===== config.mk =====
export PLATFORM = sky130hd
export DESIGN_NAME = pdm_mic_decimator_flat
export DESIGN_NICKNAME = d
export VERILOG_FILES = /design/src/rtl/pdm_mic_decimator_if.sv /design/src/rtl/pdm_mic_decimator.sv /design/src/flat_wrapper.sv
export SDC_FILE = /design/constraint.sdc
export NUM_CORES = 1
export LEC_CHECK = 0
export ABC_AREA = 1
export CORE_MARGIN = 2
export CORE_UTILIZATION = 30
export CTS_CLUSTER_SIZE = 12
export DETAILED_ROUTE_END_ITERATION = 8
export SYNTH_ARGS = -nofsm -noshare
export SYNTH_HDL_FRONTEND = slang
export SYNTH_SLANG_ARGS = --single-unit

===== constraint.sdc =====
create_clock -name clk -period 5.4 [get_ports clk]
set_clock_uncertainty 0.05 [all_clocks]
set_input_delay 1.08 -clock clk [delete_from_list [all_inputs] [get_ports clk]]
set_output_delay 1.08 -clock clk [all_outputs]
set_load 0.01 [all_outputs]

===== src/rtl/pdm_mic_decimator_if.sv =====
// PCM sample bus from the PDM microphone decimator: one sample word plus a
// single-cycle valid strobe.
interface pdm_mic_decimator_if #(
  parameter int W = 16
);
  logic [W-1:0] pcm_out;
  logic         pcm_valid;

  modport master (output pcm_out, output pcm_valid);
  modport slave  (input  pcm_out, input  pcm_valid);
endinterface


===== src/rtl/pdm_mic_decimator.sv =====
// PDM microphone receiver: generates pdm_clk, samples the 1-bit stream at the
// end of each high phase and decimates it by 2^LOG2_DECIM through a 3rd-order CIC.
module pdm_mic_decimator #(
  parameter  int CLK_HALF   = 4,
  parameter  int LOG2_DECIM = 5,
  localparam int W          = 3 * LOG2_DECIM + 1
) (
  input  logic                 clk,
  input  logic                 rst_n,
  input  logic                 en,
  input  logic                 pdm_data,
  output logic                 pdm_clk,
  pdm_mic_decimator_if.master  pcm
);

  localparam int                    DIV_W    = (CLK_HALF > 1) ? $clog2(CLK_HALF) : 1;
  localparam logic [DIV_W-1:0]      DIV_LAST = DIV_W'(CLK_HALF - 1);
  localparam logic [LOG2_DECIM-1:0] DEC_LAST = '1;

  logic                  pdm_meta, pdm_bit;
  logic [DIV_W-1:0]      div_cnt;
  logic                  strobe;
  logic [LOG2_DECIM-1:0] dec_cnt;
  logic [W-1:0]          int1_p0, int2_p0, int3_p0;
  logic [W-1:0]          int1_nxt, int2_nxt, int3_nxt;
  logic                  vld_p1;
  logic [W-1:0]          d1_p1, d2_p1, d3_p1;
  logic [W-1:0]          c1, c2, c3;

  // Two-flop synchroniser for the asynchronous microphone data line
  always_ff @(posedge clk or negedge rst_n) begin
    if (!rst_n) begin
      pdm_meta <= 1'b0;
      pdm_bit  <= 1'b0;
    end else begin
      pdm_meta <= pdm_data;
      pdm_bit  <= pdm_meta;
    end
  end

  always_ff @(posedge clk or negedge rst_n) begin
    if (!rst_n) begin
      div_cnt <= '0;
      pdm_clk <= 1'b0;
    end else if (!en) begin
      div_cnt <= '0;
      pdm_clk <= 1'b0;
    end else if (div_cnt == DIV_LAST) begin
      div_cnt <= '0;
      pdm_clk <= ~pdm_clk;
    end else begin
      div_cnt <= div_cnt + DIV_W'(1);
    end
  end

  // Integrators chain through the freshly updated value of the previous stage;
  // modulo-2^W wrap is what makes the later comb differences come out right.
  always_comb begin
    strobe   = en && (div_cnt == DIV_LAST) && pdm_clk;
    int1_nxt = int1_p0 + {{(W-1){1'b0}}, pdm_bit};
    int2_nxt = int2_p0 + int1_nxt;
    int3_nxt = int3_p0 + int2_nxt;
    c1       = int3_p0 - d1_p1;
    c2       = c1 - d2_p1;
    c3       = c2 - d3_p1;
  end

  // ---- stage p0: integrate on each strobe, flag the decimation strobe ----
  always_ff @(posedge clk or negedge rst_n) begin
    if (!rst_n) begin
      int1_p0 <= '0;
      int2_p0 <= '0;
      int3_p0 <= '0;
      dec_cnt <= '0;
      vld_p1  <= 1'b0;
    end else if (!en) begin
      int1_p0 <= '0;
      int2_p0 <= '0;
      int3_p0 <= '0;
      dec_cnt <= '0;
      vld_p1  <= 1'b0;
    end else begin
      vld_p1 <= strobe && (dec_cnt == DEC_LAST);
      if (strobe) begin
        int1_p0 <= int1_nxt;
        int2_p0 <= int2_nxt;
        int3_p0 <= int3_nxt;
        dec_cnt <= dec_cnt + LOG2_DECIM'(1);
      end
    end
  end

  // ---- stage p1: comb section at the decimated rate ----
  always_ff @(posedge clk or negedge rst_n) begin
    if (!rst_n) begin
      d1_p1 <= '0;
      d2_p1 <= '0;
      d3_p1 <= '0;
    end else if (!en) begin
      d1_p1 <= '0;
      d2_p1 <= '0;
      d3_p1 <= '0;
    end else if (vld_p1) begin
      d1_p1 <= int3_p0;
      d2_p1 <= c1;
      d3_p1 <= c2;
    end
  end

  // ---- stage p2: registered PCM output; en low drops a pending comb step ----
  always_ff @(posedge clk or negedge rst_n) begin
    if (!rst_n) begin
      pcm.pcm_out   <= '0;
      pcm.pcm_valid <= 1'b0;
    end else begin
      pcm.pcm_valid <= en && vld_p1;
      if (en && vld_p1) pcm.pcm_out <= c3;
    end
  end

endmodule


===== src/flat_wrapper.sv =====
// flat-port wrapper written by rule: the top's interface ports become plain ports
module pdm_mic_decimator_flat 
#(
  parameter  int CLK_HALF   = 4,
  parameter  int LOG2_DECIM = 5,
  localparam int W          = 3 * LOG2_DECIM + 1
)
  (clk, rst_n, en, pdm_data, pdm_clk, pcm_pcm_out, pcm_pcm_valid);
  pdm_mic_decimator_if #(.W(16)) pcm_i ();
  input  logic clk;
  input  logic rst_n;
  input  logic en;
  input  logic pdm_data;
  output logic pdm_clk;
  output wire logic [$bits(pcm_i.pcm_out)-1:0] pcm_pcm_out;
  output wire logic [$bits(pcm_i.pcm_valid)-1:0] pcm_pcm_valid;
  assign pcm_pcm_out = pcm_i.pcm_out;
  assign pcm_pcm_valid = pcm_i.pcm_valid;
  pdm_mic_decimator #(.CLK_HALF(CLK_HALF), .LOG2_DECIM(LOG2_DECIM)) u_core (.clk(clk), .rst_n(rst_n), .en(en), .pdm_data(pdm_data), .pdm_clk(pdm_clk), .pcm(pcm_i));
endmodule

# Yosys cells after proc, flatten, opt, wreduce, memory -nomap -nowiden
# Cells that the tools add are included.
[classes]
reduce_logical = 4
add_sub_neg = 8
n_mul = 0
n_lt_le_gt_ge = 0
n_shift = 0
eq_ne = 5
div_mod_pow = 0
n_mux = 19
n_bitwise = 1
[op_table]
columns = ["operator", "count"]
rows = [
  ["$mux 16", 12],
  ["$sub 16x16->16", 3],
  ["$add 16x16->16", 2],
  ["$add 16x1->16", 1],
  ["$mux 5", 2],
  ["$ne 2x1->1 const B", 3],
  ["$add 5x1->5 const B", 1],
  ["$eq 5x5->1 const B", 1],
  ["$logic_and 1x1->1", 4],
  ["$mux 2", 2],
  ["$mux 1", 3],
  ["$add 2x1->2 const B", 1],
  ["$eq 2x2->1 const B", 1],
  ["$not 1->1", 1],
]
[word_totals]
wordCells = 51
ramBits = 0
n_memories = 0
romBits = 0
out_inout_bits = 18
latchBits = 0
reg_bits = 124

# Longest topological paths before layout
[logic_depth]
ltp_word = 5
ltp_mapped = 31

# Worst setup path after synthesis
# Ideal clock, no wire load.
[synth_timing]
kind = "reg2reg"
startpoint = "register u_core.d1_p1[0]"
endpoint = "register u_core.pcm.pcm_out[15]"
t_arrival_ps = 4039
n_path_buf = 0
stages_incl_launch_ff = 25
synth_period_minus_slack_ps = 4206
setup_slack_ps = 1194
setup_time_ps = 117
cell_sequence = "dfrtp_1 > ha_1 > fa_1 > nor3_1 > nor2_1 > o21ai_2 > a31oi_2 > o21ai_1 > nand2_1 > and2_1 > ha_1 > inv_1 > nor4_1 > nand4_1 > nand2_1 > xor2_1 > ha_1 > nand2_1 > inv_1 > a221oi_1 > o21ai_0 > a21oi_1 > nand2_1 > nand3_1 > nand2_1"
[synth_between]
elab_chain_cells = 3
[synth_rtl]
columns = ["item", "line", "source"]
rows = [
  ["start, declared", "pdm_mic_decimator.sv:27", "logic [W-1:0] d1_p1, d2_p1, d3_p1;"],
  ["start signal, assigned", "pdm_mic_decimator.sv:104", "d1_p1 <= int3_p0;"],
  ["$sub 16x16->16", "pdm_mic_decimator.sv:63", "c1 = int3_p0 - d1_p1;"],
  ["$sub 16x16->16", "pdm_mic_decimator.sv:64", "c2 = c1 - d2_p1;"],
  ["$sub 16x16->16", "pdm_mic_decimator.sv:65", "c3 = c2 - d3_p1;"],
  ["end signal, assigned", "pdm_mic_decimator.sv:113", "pcm.pcm_out <= '0;"],
  ["end signal, assigned", "pdm_mic_decimator.sv:117", "if (en && vld_p1) pcm.pcm_out <= c3;"],
  ["end, declared", "pdm_mic_decimator_if.sv:9", "modport master (output pcm_out, output pcm_valid);"],
]
# Every way passes these cells.
# A chain may end at the register's enable or synchronous reset.

# Final worst setup path
[layout_timing]
startpoint = "register u_core.int3_p0[0]"
endpoint = "register u_core.pcm.pcm_out[15]"
[layout_between]
elab_chain_cells = 3
[layout_rtl]
columns = ["item", "line", "source"]
rows = [
  ["start, declared", "pdm_mic_decimator.sv:24", "logic [W-1:0] int1_p0, int2_p0, int3_p0;"],
  ["start signal, assigned", "pdm_mic_decimator.sv:87", "int3_p0 <= int3_nxt;"],
  ["$sub 16x16->16", "pdm_mic_decimator.sv:63", ""],
  ["$sub 16x16->16", "pdm_mic_decimator.sv:64", ""],
  ["$sub 16x16->16", "pdm_mic_decimator.sv:65", ""],
]
# Every way passes these cells.

==> qor.log <==
INFO  drt            first_pass_detailed_route_iteration_total=5
INFO  layout         final_common_cell=sky130_fd_sc_hd__nand2_1
INFO  power_and_ir_drop power.net_switching=0.000486W
INFO  drt            detail_route.vias_per_cell=4.60
INFO  timing         report.final.setup_viol=0
INFO  critical_path  start_kind=flip-flop
INFO  critical_path  crit_family=simple AND/OR/NAND/NOR gates
INFO  timing         finalMaxSlewViolations=0
INFO  placement      port_buffers=21
INFO  drt            wire_per_inst=12.1um
INFO  placement      dpl_wire_length=12,800um
INFO  critical_path  critPathMaxFanout=4
INFO  die            coreArea=0.0277mm^2
INFO  clocking       post-cts-setup-buffers=0
INFO  power_and_ir_drop p_per_area=231mW/mm^2
INFO  layout         most-common-layout-cells=sky130_fd_sc_hd__nand2_1 (202), sky130_fd_sc_hd__inv_1 (183), sky130_fd_sc_hd__dfrtp_1 (124), sky130_fd_sc_hd__o21ai_0 (80), sky130_fd_sc_hd__ha_1 (80)
INFO  global_route   met2_usage=22.2%
INFO  drt            antenna_left=0
INFO  global_route   grt_overflow_total=0
INFO  synth          synth-async-reset-ratio=100%
INFO  synth          synthesis.yosys.warnings=0
INFO  clocking       cts_made_buffers=17
INFO  placement      gp_congestion=0.838
INFO  critical_path  critical-path-max-stage-delay=0.49ns
INFO  global_route   grt_pass1_wl=31,400um
INFO  drt            route.vias.total=6,755
INFO  synth          ys.flop_type=sky130_fd_sc_hd__dfrtp_1
INFO  clocking       cts-root-buf=sky130_fd_sc_hd__clkbuf_16
INFO  clocking       hold_buffers=0
INFO  min_path       hold_path_class=flip-flop to flip-flop
INFO  critical_path  timing.critical_path.buf_inv=3
INFO  critical_path  crit_slowest_cell=sky130_fd_sc_hd__fa_1
INFO  drt            detail_route.iter0.violations=328
INFO  clocking       clk_pin_slew_worst_paths=0.06ns
INFO  timing         worst_slew_pin_slew=0.803ns
INFO  clocking       clk_path_buf_depth=2
INFO  die            die-area=0.0294mm^2
INFO  clocking       cts-htree-levels=4
INFO  clocking       cts_sinks=124
INFO  synth          synth_cells=1,051
INFO  die            row_count=61
INFO  status         run_status=complete, no violations
INFO  timing         final.setup.tns=0ns
INFO  clocking       cts_tree=built
INFO  timing         max_slew_margin=46.5%
INFO  power_and_ir_drop power.total=0.00223W
INFO  critical_path  critPathKind=flip-flop to flip-flop
INFO  drt            remaining_drc_errors=0
INFO  power_and_ir_drop power.static_leakage=4.92nW
INFO  die            dieHeight=171um
INFO  layout         area_growth=15.2%
INFO  drt            detail_route.wirelength=17,800um
INFO  synth          syn-mean-instance-area=8.00um^2
INFO  global_route   groute.usage.overall=13.2%
INFO  layout         nNetsFinal=1,168
INFO  timing         whs=0.299ns
INFO  clocking       total_of_cells_resized_after_clock_tree_synthesis=0
INFO  critical_path  cp.required=5.66ns
INFO  critical_path  crit_top_cell=sky130_fd_sc_hd__nand2_1
INFO  global_route   routing_usage_on_met3=2.72%
INFO  power_and_ir_drop cell_internal_pwr=0.00175W
INFO  layout         post-route-util=35.0%
INFO  power_and_ir_drop ir_drop=147uV
INFO  die            initial_core_util=30.4%
INFO  global_route   number_of_global_route_vias_before_repair=6,819
INFO  synth          synth_enable_flop_cells=0
INFO  global_route   grt_max_degree=63
INFO  die            die_x=171um
INFO  power_and_ir_drop comb_power_share=3.3%
INFO  layout         post_route_cells_drive_above_1_share=8.07%
INFO  die            io_pins=22
INFO  timing         f_max=0.213GHz
INFO  synth          ys_ff_latch=124
INFO  layout         antenna_cells=0
INFO  synth          synth.cell_area=0.00841mm^2
INFO  global_route   antenna_violations_before_repair=0
INFO  critical_path  worst_setup_path_end_kind=flip-flop
INFO  clocking       clk-insertion-delay-late=0.42ns
INFO  flow_run       total_of_max_cap_violations=0
INFO  power_and_ir_drop power.clock.fraction=54.5%
INFO  power_and_ir_drop proportion_of_power_drawn_by_flip_flops_and_latches=42.2%
INFO  synth          ys_seq_area_share=36.9%
INFO  global_route   global_route.usage.met1=16.7%
INFO  synth          postSynthNetCount=1,140
INFO  critical_path  arrival=4.95ns
INFO  power_and_ir_drop switching_share=21.7%
INFO  global_route   grt.busiest_layer=met2
INFO  timing         finalHoldViolations=0
INFO  timing         fin_crit=4.68ns
INFO  timing         grt_setup_unrepaired=no
INFO  timing         final_min_period_over_clock_period=86.8%
INFO  synth          synth.distinct_cells=49
-- final timing paths --
| kind | depth (start not counted) | from | to | slack, ns |
|---|---|---|---|---|
| min in group asynchronous | 1 | rst_n | u_core.pcm.pcm_out[3] | 0.69 |
| min reg2reg | 0 | u_core.pdm_meta | u_core.pdm_bit | 0.30 |
| max | 25 | u_core.int3_p0[0] | u_core.pcm.pcm_out[15] | 0.72 |
| min | 0 | u_core.pdm_meta | u_core.pdm_bit | 0.30 |
| max in group asynchronous | 2 | rst_n | u_core.int3_p0[11] | 3.66 |
| max reg2reg | 25 | u_core.int3_p0[0] | u_core.pcm.pcm_out[15] | 0.72 |
-- cells in the mapped netlist, drive strengths merged (4+ instances only) --
cell type | number | area (um^2)
nand2 | 214 | 836
inv | 190 | 713
dfrtp | 124 | 3100
o21ai | 97 | 508
ha | 80 | 1000
a21oi | 67 | 362
nand3 | 43 | 240
nor2 | 43 | 174
o22ai | 43 | 269
xor2 | 43 | 384
clkbuf | 15 | 56.3
xnor2 | 14 | 123
a22o | 12 | 105
a31oi | 8 | 56.3
nor3 | 8 | 45.0
a21o | 7 | 52.6
o21bai | 6 | 45.0
buf | 5 | 28.8
fa | 5 | 100
or2 | 4 | 25.0
-- kinds of logic after synthesis --
group | share of synthesized area [%]
xor gates and xnor gates | 6.03
DFF | 36.9
AOI/OAI and AO/OA | 18.3
adders and majority gates | 13.1
and+or+nand+nor | 16.2
buffers and inverters | 9.49
-- worst register-to-register path, cell delays in order, from the launching register on --
cell	delay [ns]
sky130_fd_sc_hd__dfrtp_1	0.35
sky130_fd_sc_hd__inv_1	0.07
sky130_fd_sc_hd__ha_1	0.22
sky130_fd_sc_hd__fa_1	0.49
sky130_fd_sc_hd__nor3_1	0.20
sky130_fd_sc_hd__nor2_1	0.12
sky130_fd_sc_hd__o21ai_2	0.18
sky130_fd_sc_hd__a31oi_2	0.13
sky130_fd_sc_hd__o21ai_1	0.14
sky130_fd_sc_hd__nand2_1	0.07
sky130_fd_sc_hd__and2_1	0.16
sky130_fd_sc_hd__ha_1	0.30
sky130_fd_sc_hd__inv_1	0.08
sky130_fd_sc_hd__nor4_1	0.32
sky130_fd_sc_hd__nand4_1	0.14
sky130_fd_sc_hd__nand2_1	0.11
sky130_fd_sc_hd__xor2_1	0.22
sky130_fd_sc_hd__ha_1	0.31
sky130_fd_sc_hd__nand2_1	0.10
sky130_fd_sc_hd__inv_1	0.05
sky130_fd_sc_hd__a221oi_1	0.32
sky130_fd_sc_hd__o21ai_0	0.14
sky130_fd_sc_hd__a21oi_1	0.13
sky130_fd_sc_hd__nand2_1	0.07
sky130_fd_sc_hd__nand3_1	0.06
sky130_fd_sc_hd__nand2_1	0.06
-- power by group through the flow --
stage                     clock network, W   logic, W  registers (W)
final                              0.00122  0.0000742       0.000942
after global placement                   0  0.0000753       0.000959
after detailed placement                 0  0.0000766       0.000958
after floorplan                          0  0.0000315       0.000960
after CTS                          0.00124  0.0000773       0.000942
after global routing               0.00129  0.0000849       0.000942
-- routing by layer --
metal  part of all wire [%]  wire (um)
met4                    1.5        259
met5                      0          0
met3                    2.8        490
met1                     49       8710
met2                     47       8360
-- layout make-up --
class	count	area [um^2]
Fill cell	2895	18000
Multi-Input combinational cell	717	4510
Sequential cell	124	3100
Inverter	190	713
Tap cell	378	473
Clock buffer	19	453
Timing Repair Buffer	29	268
Clock inverter	11	169
-- through the flow --
| step | instance area, um^2 | worst slack, ns | std cells |
|---|---|---|---|
| after floorplan | 8410 | 1.19 | 1051 |
| after global placement | 9070 | 0.871 | 1438 |
| after detailed placement | 9070 | 0.751 | 1438 |
| after CTS | 9690 | 0.713 | 1468 |
| after global routing | 9690 | 0.154 | 1468 |
| final | 9690 | 0.715 | 1468 |
-- sequential cells by signal (all words and copies together), names as in the netlist, 2 cells and up --
signal and count:
u_core.d1_p1 16, u_core.d2_p1 16, u_core.d3_p1 16, u_core.dec_cnt 5, u_core.div_cnt 2, u_core.int1_p0 16
u_core.int2_p0 16, u_core.int3_p0 16, u_core.pcm.pcm_out 16
Note: power is estimated with default switching activity, not from simulation.
